## src/rtl/note_frame_scheduler.sv

```systemverilog
// note_frame_scheduler: owns the 8x8 red/green frame buffers, scrolls spawned notes toward
// the hit row on a divided tick, resolves player hits and runs a row-by-row clear sequence.
module note_frame_scheduler #(
    parameter int TICK_DIV = 50000,
    parameter int CNT_W    = 8
) (
    input  logic              i_clock,
    input  logic              i_reset,
    input  logic              i_run,
    input  logic              i_clear,
    input  logic              i_spawn_valid,
    input  logic [7:0]        i_spawn_mask,
    output logic              o_spawn_ready,
    input  logic              i_hit_valid,
    input  logic [2:0]        i_hit_col,
    output logic [7:0][7:0]   o_red_array,
    output logic [7:0][7:0]   o_green_array,
    output logic              o_scroll_tick,
    output logic              o_hit_pulse,
    output logic              o_bad_hit_pulse,
    output logic              o_miss_pulse,
    output logic [CNT_W-1:0]  o_hit_count,
    output logic [CNT_W-1:0]  o_miss_count,
    output logic              o_busy
);
    localparam int DIV_W = (TICK_DIV > 1) ? $clog2(TICK_DIV) : 1;
    localparam logic [CNT_W-1:0] CNT_MAX = '1;

    typedef enum logic [1:0] {STOPPED, RUNNING, CLEARING} state_t;

    state_t             r_state;
    logic [DIV_W-1:0]   r_div;
    logic [2:0]         r_clr_row;
    logic [7:0]         r_pend;
    logic               r_pend_v;
    logic [7:0][7:0]    r_red;
    logic [7:0]         r_green7;
    logic               r_tick, r_hit, r_bad, r_miss;
    logic [CNT_W-1:0]   r_hit_cnt, r_miss_cnt;

    logic               w_ready, w_accept, w_step, w_good;
    logic [7:0]         w_col_bit, w_row7, w_row0;
    logic [3:0]         w_miss_n;
    logic [CNT_W+3:0]   w_miss_sum;
    logic [CNT_W-1:0]   w_miss_next, w_hit_next;

    assign w_ready     = (r_state == RUNNING) && !r_pend_v;
    assign w_accept    = i_spawn_valid && w_ready;
    assign w_step      = r_div == DIV_W'(TICK_DIV - 1);
    assign w_col_bit   = 8'b1 << i_hit_col;
    assign w_good      = i_hit_valid && r_red[7][i_hit_col];
    // A note that is hit this cycle leaves row 7 before the miss count looks at it.
    assign w_row7      = r_red[7] & ~(w_good ? w_col_bit : 8'h00);
    assign w_row0      = r_pend_v ? r_pend : (w_accept ? i_spawn_mask : 8'h00);
    assign w_miss_n    = 4'($countones(w_row7));
    assign w_miss_sum  = (CNT_W+4)'(r_miss_cnt) + (CNT_W+4)'(w_miss_n);
    assign w_miss_next = (w_miss_sum > (CNT_W+4)'(CNT_MAX)) ? CNT_MAX : w_miss_sum[CNT_W-1:0];
    assign w_hit_next  = (&r_hit_cnt) ? r_hit_cnt : r_hit_cnt + 1'b1;

    always_ff @(posedge i_clock or posedge i_reset) begin
        if (i_reset) begin
            r_state    <= STOPPED;
            r_div      <= '0;
            r_clr_row  <= '0;
            r_pend     <= '0;
            r_pend_v   <= 1'b0;
            r_red      <= '0;
            r_green7   <= '0;
            r_tick     <= 1'b0;
            r_hit      <= 1'b0;
            r_bad      <= 1'b0;
            r_miss     <= 1'b0;
            r_hit_cnt  <= '0;
            r_miss_cnt <= '0;
        end else begin
            r_tick <= 1'b0;
            r_hit  <= 1'b0;
            r_bad  <= 1'b0;
            r_miss <= 1'b0;
            case (r_state)
                CLEARING: begin
                    r_red[r_clr_row] <= 8'h00;
                    r_clr_row        <= r_clr_row + 3'd1;
                    if (r_clr_row == 3'd7) begin
                        r_green7   <= '0;
                        r_hit_cnt  <= '0;
                        r_miss_cnt <= '0;
                        r_pend_v   <= 1'b0;
                        r_state    <= i_run ? RUNNING : STOPPED;
                    end
                end
                STOPPED: begin
                    if (i_clear) begin
                        r_state   <= CLEARING;
                        r_clr_row <= '0;
                    end else if (i_run) begin
                        r_state <= RUNNING;
                    end
                end
                RUNNING: begin
                    if (i_clear) begin
                        r_state   <= CLEARING;
                        r_clr_row <= '0;
                    end else begin
                        r_div <= w_step ? '0 : r_div + 1'b1;
                        if (!i_run) r_state <= STOPPED;
                        r_hit <= w_good;
                        r_bad <= i_hit_valid && !w_good;
                        if (w_good) r_hit_cnt <= w_hit_next;
                        // Hits are judged on the pre-shift row; the flash lands on the new row 7.
                        if (w_step) begin
                            r_red      <= {r_red[6:0], w_row0};
                            r_pend_v   <= 1'b0;
                            r_tick     <= 1'b1;
                            r_miss     <= |w_row7;
                            r_miss_cnt <= w_miss_next;
                            r_green7   <= w_good ? w_col_bit : 8'h00;
                        end else begin
                            r_red[7]  <= w_row7;
                            r_green7  <= r_green7 | (w_good ? w_col_bit : 8'h00);
                            if (w_accept) begin
                                r_pend   <= i_spawn_mask;
                                r_pend_v <= 1'b1;
                            end
                        end
                    end
                end
                default: r_state <= STOPPED;
            endcase
        end
    end

    assign o_spawn_ready   = w_ready;
    assign o_red_array     = r_red;
    assign o_green_array   = {r_green7, 56'h0};
    assign o_scroll_tick   = r_tick;
    assign o_hit_pulse     = r_hit;
    assign o_bad_hit_pulse = r_bad;
    assign o_miss_pulse    = r_miss;
    assign o_hit_count     = r_hit_cnt;
    assign o_miss_count    = r_miss_cnt;
    assign o_busy          = r_state == CLEARING;
endmodule

```

## config.mk

```make
export PLATFORM = sky130hd
export DESIGN_NAME = note_frame_scheduler
export DESIGN_NICKNAME = d
export VERILOG_FILES = /design/src/rtl/note_frame_scheduler.sv
export SDC_FILE = /design/constraint.sdc
export NUM_CORES = 1
export LEC_CHECK = 0
export CORE_MARGIN = 2
export CORE_UTILIZATION = 50
export CTS_BUF_LIST = sky130_fd_sc_hd__clkbuf_4 sky130_fd_sc_hd__clkbuf_8
export DETAILED_ROUTE_END_ITERATION = 12
export DONT_BUFFER_PORTS = 1
export PLACE_DENSITY_LB_ADDON = 0.05
export SLEW_MARGIN = 5
export SYNTH_ARGS = -nofsm -noshare
export SYNTH_HDL_FRONTEND = slang
export SYNTH_SLANG_ARGS = --single-unit
```

## constraint.sdc

```tcl
create_clock -name i_clock -period 4.91 [get_ports i_clock]
set_input_delay 0.982 -clock i_clock [delete_from_list [all_inputs] [get_ports i_clock]]
set_output_delay 0.982 -clock i_clock [all_outputs]
set_load 0.005 [all_outputs]
```

# After elaboration in Yosys (flattened, before gate mapping)
# Index checks and enable logic that the tools add are counted.
[totals] input_bits=17 regBits=122 out_inout_bits=150 wordCells=127
[op_classes] shift=1 magnitude_cmp=4 bitwise=7 mux=48 n_eq_ne=13 reduce_logical=23 addsub=11
[ops] operator="$pmux W64 S2" count=1
[ops] operator="$mux W8" count=14
[ops] operator="$and A64 B64 Y64" count=1
[ops] operator="$mux W64" count=1
[ops] operator="$not A64 Y64" count=1
[ops] operator="$mux W56" count=1
[ops] operator="$pmux W8 S2" count=3
[ops] operator="$demux W8 S3" count=1
[ops] operator="$add A16 B1 Y16 const B" count=1
[ops] operator="$eq A16 B16 Y1 const B" count=1
[ops] operator="$mux W1" count=16
[ops] operator="$mux W16" count=1
[ops] operator="$reduce_and A4 Y1" count=3
[ops] operator="$mux W2" count=5
[ops] operator="$add A8 B4 Y9" count=1
[ops] operator="$gt A9 B8 Y1 const B" count=1
[ops] operator="$ne A3 B3 Y1 const B" count=3
[ops] operator="$reduce_and A3 Y1" count=3
[ops] operator="$add A1 B1 Y2" count=4
[ops] operator="$add A8 B1 Y8 const B" count=1
[ops] operator="$and A8 B8 Y8" count=1
[ops] operator="$lt A3 B4 Y1 const B" count=2
[ops] operator="$ne A2 B2 Y1 const B" count=4
[ops] operator="$not A8 Y8" count=1
[ops] operator="other kinds (25)" count=36

# Longest topological paths before layout
# Gate-level depths: netlist (run 1).
[depth] ltp_word=15 ltp_mapped=16

# Worst setup path after synthesis (run 1)
# OpenSTA, ideal clock, no wires.
[synth_path] path_kind="input to register" from="input port i_hit_col[2]" to="register r_miss_cnt[7] (netlist: o_miss_count[7])" arrival_ns=4.456 slack_ns=0.323 n_path_buf=1 path_stages=15 path_cell_list="buf_2 nand2b_1 o21a_1 fa_1 inv_1 fa_1 fa_1 fa_1 inv_1 fa_1 a211o_1 o211ai_1 inv_1 o31ai_1 a2bb2oi_1"
[synth_via] elab_chain_cells=15
[synth_rtl] element="from (decl)" line="15" source="input logic [2:0] i_hit_col,"
[synth_rtl] element="$bmux W1 S3" line="51" source="assign w_good = i_hit_valid && r_red[7][i_hit_col];"
[synth_rtl] element="$mux W1 (not written as such)" line="51"
[synth_rtl] element="$logic_and A1 B1 Y1" line="51"
[synth_rtl] element="$mux W8 (*)" line="53" source="assign w_row7 = r_red[7] & ~(w_good ? w_col_bit : 8'h00);"
[synth_rtl] element="$not A8 Y8 (*)" line="53"
[synth_rtl] element="$and A8 B8 Y8 (*)" line="53"
[synth_rtl] element="$add A1 B1 Y2 (not written as such)" line="55" source="assign w_miss_n = 4'($countones(w_row7));"
[synth_rtl] element="$add A2 B2 Y3 (not written as such)" line="55"
[synth_rtl] element="$add A3 B3 Y4 (not written as such) (*)" line="55"
[synth_rtl] element="$add A8 B4 Y9 (*)" line="56" source="assign w_miss_sum = (CNT_W+4)'(r_miss_cnt) + (CNT_W+4)'(w_miss_n);"
[synth_rtl] element="$gt A9 B8 Y1" line="57" source="assign w_miss_next = (w_miss_sum > (CNT_W+4)'(CNT_MAX)) ? CNT_MAX : w_miss_sum[CNT_W-1:0];"
[synth_rtl] element="$mux W8 (*)" line="57"
[synth_rtl] element="$mux W8 (*)" line="111" source="if (w_step) begin"
[synth_rtl] element="$mux W8 (*)" line="101" source="if (i_clear) begin"
[synth_rtl] element="$pmux W8 S2 (*)" line="80" source="case (r_state)"
[synth_rtl] element="to (signal assigned)" line="116" source="r_miss_cnt <= w_miss_next;"
[synth_rtl] element="to (decl)" line="39" source="logic [CNT_W-1:0] r_hit_cnt, r_miss_cnt;"
# Every way passes the cells marked *; elsewhere a longest branch is shown, timed or not. The select of a mux whose other input is x is not followed.
# A chain may end at the register's enable or synchronous reset.

# Final worst setup path (run 1)
[layout_path] from="input port i_hit_col[0]" to="register r_miss_cnt[7] (netlist: o_miss_count[7])"
# Same word-level chain as after synthesis.

==> results.md, run 1 <==
* Drt pass-1 iters at 5
* Setup TNS at 0 ns
* Post-Route Skew at 0.0109 ns
* Largest area contributor in the netlist: dfrtp_1
* Unrepaired setup endpoints after global routing: false
* Peak supply drop at 213 uV
* Chip width at 115 um
* I/O Pins at approximately 170
* Relative slew slack at 0.375
* Vias in the first global route at 4240
* CP max FO at 8
* Worst Reg-to-Reg Cells at 14
* RR Endpoint: o_miss_count[7]$_DFFE_PP0P_
* Initial Util at 0.515
* Grt ovf at 0
* Share of cells above drive strength 1 at 0.0836
* WS Path Type: input pin to flop
* Worst setup EP type: flop
* Max incr delay on CP at 0.51 ns
* Synth Flop Type: dfrtp_1
* Psw at 692 uW
* Synthesized area at a little over 6000 sq um
* Die Span Y at 115 um
* Initial antenna violation count at 0
* Core Rows at 40
* Hold path depth at 1
* Req. time, crit path at 5.23 ns
* Logic gate share of total power at 0.117
* Worst hold slack at 0.488 ns
* Placement Setup Slack at 0.152 ns
* Final worst-path cycle share at 0.889
* WP buf/inv at 3
* Post-route ant nets at 0
* Post-synthesis average cell area at between 9 and 10 sq um
* Crit path top cell by count: fa_1
* DRT iter0 DRCs at 352
* Final Wtd Congestion at 0.847
* Via count at 4491
* Syn-to-layout area delta at 5.32%
* Final hold violations at 0
* Fillers at 1099
* HPWL after DPL at 10200 um
* Worst setup SP type: input pin
* Pin count of the biggest net entering global routing at 70
* Placeable Area at approximately 12000 sq um
* Crit-path leading delay family: adder cells
* Hold worst-path end: r_div[13]$_DFFE_PP0P_
* Switching share of power at 0.290
* First-pass GRT wire length at 23000 um
* Routed vias/inst at about 5.4
* PnR worst setup slack at 0.545 ns
* Hold_sp: r_div[13]$_DFFE_PP0P_
* #FFs+latches synth at ~120
* Ant diodes at 0
* Status: completed
* Final WL at 14400 um
* # clock sinks at roughly 120
* Register share of total power at 0.490
* Number of synthesized flops with an enable pin at 0
* Htree depth at 4
* Post-synthesis async set-or-reset flop share at 1.00
* Postcts setup bufs at 0
* Yosys cell types at 62
* Crit path time final at 4.36 ns
* Cts bufs inserted at 17
* CP Cell Sequence: or2_2, o21a_1, fa_1, inv_1, fa_1, fa_1, fa_1, inv_1, fa_1, a211o_1, o211ai_1, inv_1, o31ai_1, a2bb2oi_1
* Die area at 13300 sq um
* Clock Power Share at 0.393
* HP Class: flop to flop
* Worst-Margin Slew at 0.930 ns
* Pint at 1690 uW
* Yosys top cell area share at 0.491
* CTS tree: built
* Arrival @ worst endpoint at between 4 and 5 ns
* Final setup violation count at 0
* CP max stage cell: fa_1
* Total of max-cap violations at 0
* CTS Buffer Depth at 2
* Final nets at 678
* GRT Overall Usage at 0.224
* CTS Hold Buffers Added at 0
* Synth Warn # at 0
* Synth area leaders: dfrtp_1 49%, nand2_1 8.0%, buf_4 7.4%
* Synth Instances at 647
* R2r setup slk at ~0.95 ns
* Clock-pin slew on the worst setup and hold paths at roughly 0.070 ns
* LEAKAGE at 0.00327 uW
* # port buffers at 0
* DRC viols at 0
* Later-pin clock latency in the skew report at roughly 0.45 ns
* Root buffer cell: clkbuf_8
* Average wire per standard cell at 17.4 um
* Register area share after synthesis at 0.491
* R2R Path Start: o_red_array[58]$_DFFE_PP0P_
* Cts repair resizes at 0
* Power density cells at 364 nW/um^2
* Max-slew violation count at 0
* Fmax at about 0.23 GHz
==> cell usage after synthesis (4+ instances only) <==
cell / instances
nor2b_1: 6
dfrtp_1: 122
a22o_1: 8
o31ai_1: 6
o2bb2ai_1: 8
nor3_1: 10
buf_2: 9
nand4_1: 5
buf_4: 61
mux2_2: 9
nand2_1: 133
ha_1: 10
nand3_1: 62
xnor2_1: 8
a21oi_1: 11
a32o_1: 4
a31oi_1: 5
o21ai_0: 27
fa_1: 5
a22oi_1: 10
nor2_1: 30
xor2_1: 7
mux2i_1: 8
nand2b_1: 9
clkbuf_1: 10
inv_1: 15
==> state kept, by name, summed over array words and instances (netlist names), 2 cells and up <==
signal        flops
r_green7          8
r_div            16
r_clr_row         3
o_red_array      64
r_state           2
o_hit_count       8
r_pend            8
o_miss_count      8
==> worst max-delay path by stage <==
stage	startpoint	endpoint	slack, ns	cells after the start
2_1_floorplan	i_hit_col[2]	o_miss_count[7]$_DFFE_PP0P_	0.32	15
6_report	i_hit_col[0]	o_miss_count[7]$_DFFE_PP0P_	0.55	14
5_1_grt	i_hit_col[0]	o_miss_count[5]$_DFFE_PP0P_	0.37	14
4_1_cts	i_hit_col[0]	o_miss_count[5]$_DFFE_PP0P_	0.58	14
3_5_place_dp	i_hit_col[0]	o_miss_count[5]$_DFFE_PP0P_	0.15	14
3_3_place_gp	i_hit_col[0]	o_miss_count[5]$_DFFE_PP0P_	0.21	14
==> power groups by stage <==
stage,Sequential [uW],Clock (uW),Combinational [uW]
floorplan,1130,0,295
global placement,1180,0,272
detailed placement,1190,0,281
CTS,1170,964,282
global route,1180,1010,319
finish,1170,937,278
==> per-stage QoR <==
step	power, uW	instances	instance area (sq um)	utilization
finish	2380	826	6540	0.543
detailed placement	1470	795	6130	0.508
CTS	2410	826	6540	0.543
floorplan	1420	702	6420	-
global placement	1460	795	6130	0.508
global route	2510	826	6540	0.543
==> cell usage in the layout (no fill, tap or decap), types with 9 or more instances in the layout <==
master,n
a21oi_1,11
nand3_1,62
o21ai_0,27
clkbuf_8,19
nor2_1,30
dfrtp_1,122
ha_1,10
nand2b_1,9
conb_1,56
nand2_1,133
mux2_2,9
inv_1,14
a22oi_1,10
nor3_1,10
==> layout make-up <==
type                       instances  area [sq um]  area share
sequential                       122          3050       0.467
timing repair buffer               5          37.5     0.00574
clock inverter                    11           145      0.0222
tap                              168           210      0.0321
multi-input combinational        483          2760       0.422
clock buffer                      20           269      0.0411
inverter                          17          66.3      0.0101
==> logic make-up (layout without fill, tap and decap cells) <==
family                   after synthesis  after routing  synth area share
AO/OA/AOI/OAI                        102            102             0.116
XOR/XNOR                              15             15            0.0211
adder cells (fa/ha/maj)               15             15            0.0362
buffers and inverters                 97             53            0.0973
flip-flops                           122            122             0.491
multiplexers                          17             17            0.0292
other                                  1             56          0.000604
AND/OR/NAND/NOR                      278            278             0.208
==> per-layer routing <==
| layer | part of all wire | GRT usage | up-vias | routed length, um |
|---|---|---|---|---|
| met5 | 0 | 0 | - | 0 |
| met4 | 0.016 | 0.0755 | 0 | 227 |
| met3 | 0.077 | 0.0737 | 17 | 1100 |
| met2 | 0.47 | 0.338 | 174 | 6690 |
| met1 | 0.44 | 0.307 | 2175 | 6360 |
| li1 | - | - | 2125 | - |
==> worst register-to-register path, stage by stage (launching register included) <==
cell and delay, ns:
dfrtp_1 0.44, inv_1 0.09, nor2_1 0.19, fa_1 0.44, inv_1 0.09, fa_1 0.43, fa_1 0.51, fa_1 0.21
inv_1 0.06, fa_1 0.42, a211o_1 0.31, o211ai_1 0.15, inv_1 0.12, o31ai_1 0.27, a2bb2oi_1 0.10
Note: power is estimated with default switching activity, not from simulation.
==> inputs of run 2 (changes only) <==
--- a/config.mk
+++ b/config.mk
@@ -5,7 +5,8 @@
 export SDC_FILE = /design/constraint.sdc
 export NUM_CORES = 1
 export LEC_CHECK = 0
-export CORE_MARGIN = 2
+export ABC_CLOCK_PERIOD_IN_PS = 4910
+export CORE_MARGIN = 1.5
 export CORE_UTILIZATION = 50
 export CTS_BUF_LIST = sky130_fd_sc_hd__clkbuf_4 sky130_fd_sc_hd__clkbuf_8
 export DETAILED_ROUTE_END_ITERATION = 12
==> run 2 against run 1 <==
  * Sequential share of layout area grew 0.13 points
  * First-iteration DRC count is 13% higher
  * Clock-buffer cell count is 1 higher
  * Sequential cell count is the same
  * Clock skew is essentially flat
  * Via count is 0.22% higher
  * Maximum frequency rose by 0.81%
  * Critical path type unchanged
  * Critical endpoint unchanged
  * Largest cell class unchanged
==> results.md, run 2 (synthesis results as in run 1) <==
* CP max FO at 8 (unchanged)
* Vias in the first global route at 4375 (+3.2%)
* Worst setup EP type: flop
* Placeable Area at 12100 sq um (unchanged)
* Register share of total power at 0.500 (+0.010)
* Max-slew violation count at 0 (unchanged)
* Worst-Margin Slew at 0.962 ns (+0.0316 ns)
* Total of max-cap violations at 0 (unchanged)
* Worst setup SP type: input pin
* Postcts setup bufs at 0 (unchanged)
* Power density cells at 358 nW/um^2 (-1.5%)
* Pint at 1650 uW (-2.6%)
* Htree depth at 4 (unchanged)
* LEAKAGE at 0.00326 uW (-0.17%)
* Arrival @ worst endpoint at 4.65 ns (-0.03 ns)
* Relative slew slack at 0.354 (-0.0212)
* Register area at 3050 sq um (unchanged)
* Fillers at 1135 (+3.3%)
* Final hold violations at 0 (unchanged)
* Crit path time final at 4.33 ns (-0.0352 ns)
* DRC viols at 0 (unchanged)
* Cts repair resizes at 0 (unchanged)
* # clock sinks at 122 (unchanged)
* WS Path Type: input pin to flop
* Most frequent cells in the layout: 133 x nand2_1, 122 x dfrtp_1, 62 x nand3_1
* First-pass GRT wire length at 23400 um (+1.7%)
* HPWL after DPL at 10400 um (+2.3%)
* Die area at 13100 sq um (-1.7%)
* Peak supply drop at 207 uV (-2.4%)
* CTS tree: built
* Drt pass-1 iters at 4 (-1)
* # port buffers at 0 (unchanged)
* Post-Route Skew at 0.0109 ns (+0.00000330 ns)
* Via count at 4501 (+0.22%)
* Max incr delay on CP at 0.51 ns (about the same)
* Grt ovf at 0 (unchanged)
* Initial antenna violation count at 0 (unchanged)
* Final nets at 678 (unchanged)
* Final setup violation count at 0 (unchanged)
* Chip width at 114 um (-0.87%)
* Unrepaired setup endpoints after global routing: false
* Routed vias/inst at 5.44 (+0.10%)
* Fin area at 6530 sq um (-0.27%)
* Share of cells above drive strength 1 at 0.0850 (+0.00139)
* Number of flip-flops in the largest register at 64 (unchanged)
* Switching share of power at 0.296 (+0.00545)
* Psw at 692 uW (about the same)
* Root buffer cell: clkbuf_8
* Cts bufs inserted at 17 (unchanged)
* Final worst-path cycle share at 0.882 (-0.00716)
* Die Span Y at 114 um (-0.87%)
* Post-route ant nets at 0 (unchanged)
* Commonest non-fill, non-tap cell in the layout: nand2_1
* Syn-to-layout area delta at 5.03%
* HP Class: input pin to async pin
* CTS Hold Buffers Added at 0 (unchanged)
* Multi-input logic area at 2760 sq um (unchanged)
* Status: completed
* Logic gate share of total power at 0.119 (+0.002)
* Clock-pin slew on the worst setup and hold paths at 0.07 ns (about the same)
* DRT iter0 DRCs at 396 (+13%)
* CP Cell Sequence: or2_2, o21a_1, fa_1, inv_1, fa_1, fa_1, fa_1, inv_1, fa_1, a211o_1, o211ai_1, inv_1, o31ai_1, a2bb2oi_1
* Fmax at 0.231 GHz (+0.81%)
* Req. time, crit path at 5.23 ns (about the same)
* Clock Power Share at 0.380 (-0.013)
* Core Rows at 40 (unchanged)
* I/O Pins at 167 (unchanged)
* Initial Util at 0.515 (unchanged)
* Ant diodes at 0 (unchanged)
* CP max stage cell: fa_1
* Placement Cell Area at 6130 sq um (unchanged)
* Later-pin clock latency in the skew report at 0.44 ns (about the same)
* Average wire per standard cell at 17.6 um (+1.1%)
* Setup TNS at 0 ns (unchanged)
* GRT Overall Usage at 0.232 (+0.00791)
* Crit path top cell by count: fa_1
* Final WL at 14600 um (+1.2%)
* Pin count of the biggest net entering global routing at 59 (-16%)
* CTS Buffer Depth at 2 (unchanged)
* Final Wtd Congestion at 0.847 (about the same)
-- run 2: cell types whose count changed in the layout (fill, tap and decap cells not counted), sizes merged --
cell	previous run	this run
bufinv	3	2
clkbuf	20	21
clkinv	5	6
-- run 2: final cells by class --
class / count / area share
clock buffer: 21 / 0.0424
sequential: 122 / 0.468
timing repair buffer: 5 / 0.00575
inverter: 17 / 0.0102
clock inverter: 11 / 0.0184
multi-input combinational: 483 / 0.423
tap: 168 / 0.0322
-- run 2: worst paths after layout --
| check | start | to | slack (ns) | cells past startpoint |
|---|---|---|---|---|
| min | i_reset | r_pend_v$_DFFE_PP0P_ | 0.50 | 1 |
| min in group i_clock | r_div[13]$_DFFE_PP0P_ | r_div[13]$_DFFE_PP0P_ | 0.50 | 1 |
| min reg2reg | r_div[13]$_DFFE_PP0P_ | r_div[13]$_DFFE_PP0P_ | 0.50 | 1 |
| max | i_hit_col[0] | o_miss_count[7]$_DFFE_PP0P_ | 0.58 | 14 |
| max in group asynchronous | i_reset | r_clr_row[0]$_DFFE_PP0P_ | 3.43 | 2 |
| max reg2reg | o_red_array[58]$_DFFE_PP0P_ | o_miss_count[7]$_DFFE_PP0P_ | 1.01 | 14 |
-- run 2: worst max-delay path, delay by kind of cell --
kind                     cells  cell delay, ns
AO/OA/AOI/OAI                5            1.06
adder cells (fa/ha/maj)      5            2.05
buffers and inverters        3            0.23
AND/OR/NAND/NOR              1            0.32
-- run 2: layer usage --
layer / track usage / share of wire
met1: 0.299 / 0.43
met2: 0.369 / 0.49
met3: 0.0757 / 0.069
met4: 0.0792 / 0.012
met5: 0 / 0
-- run 2: metrics by stage --
step / worst slack, ns / util / hold WS (ns) / power [uW] / cells
3_5_place_dp: 0.146 / 0.508 / 0.481 / 1470 / 795
3_3_place_gp: 0.206 / 0.508 / 0.474 / 1460 / 795
2_1_floorplan: 0.323 / - / 0.451 / 1420 / 702
5_1_grt: 0.414 / 0.541 / 0.518 / 2460 / 827
6_report: 0.580 / 0.541 / 0.497 / 2340 / 827
4_1_cts: 0.625 / 0.541 / 0.502 / 2360 / 827
-- run 2: power groups by stage --
stage | clock [uW] | sequential (uW) | combinational, uW
6_report | 889 | 1170 | 279
5_1_grt | 953 | 1190 | 321
4_1_cts | 909 | 1170 | 284
3_5_place_dp | 0 | 1190 | 282
3_3_place_gp | 0 | 1190 | 271
2_1_floorplan | 0 | 1130 | 295
==> inputs of run 3 (changes only) <==
--- a/config.mk
+++ b/config.mk
@@ -9,6 +9,7 @@
 export CORE_MARGIN = 1.5
 export CORE_UTILIZATION = 50
 export CTS_BUF_LIST = sky130_fd_sc_hd__clkbuf_4 sky130_fd_sc_hd__clkbuf_8
+export CTS_CLUSTER_SIZE = 14
 export DETAILED_ROUTE_END_ITERATION = 12
 export DONT_BUFFER_PORTS = 1
 export PLACE_DENSITY_LB_ADDON = 0.05
==> results of run 3 <==
The final DEF is identical to that of run 2; final timing and power are the same.
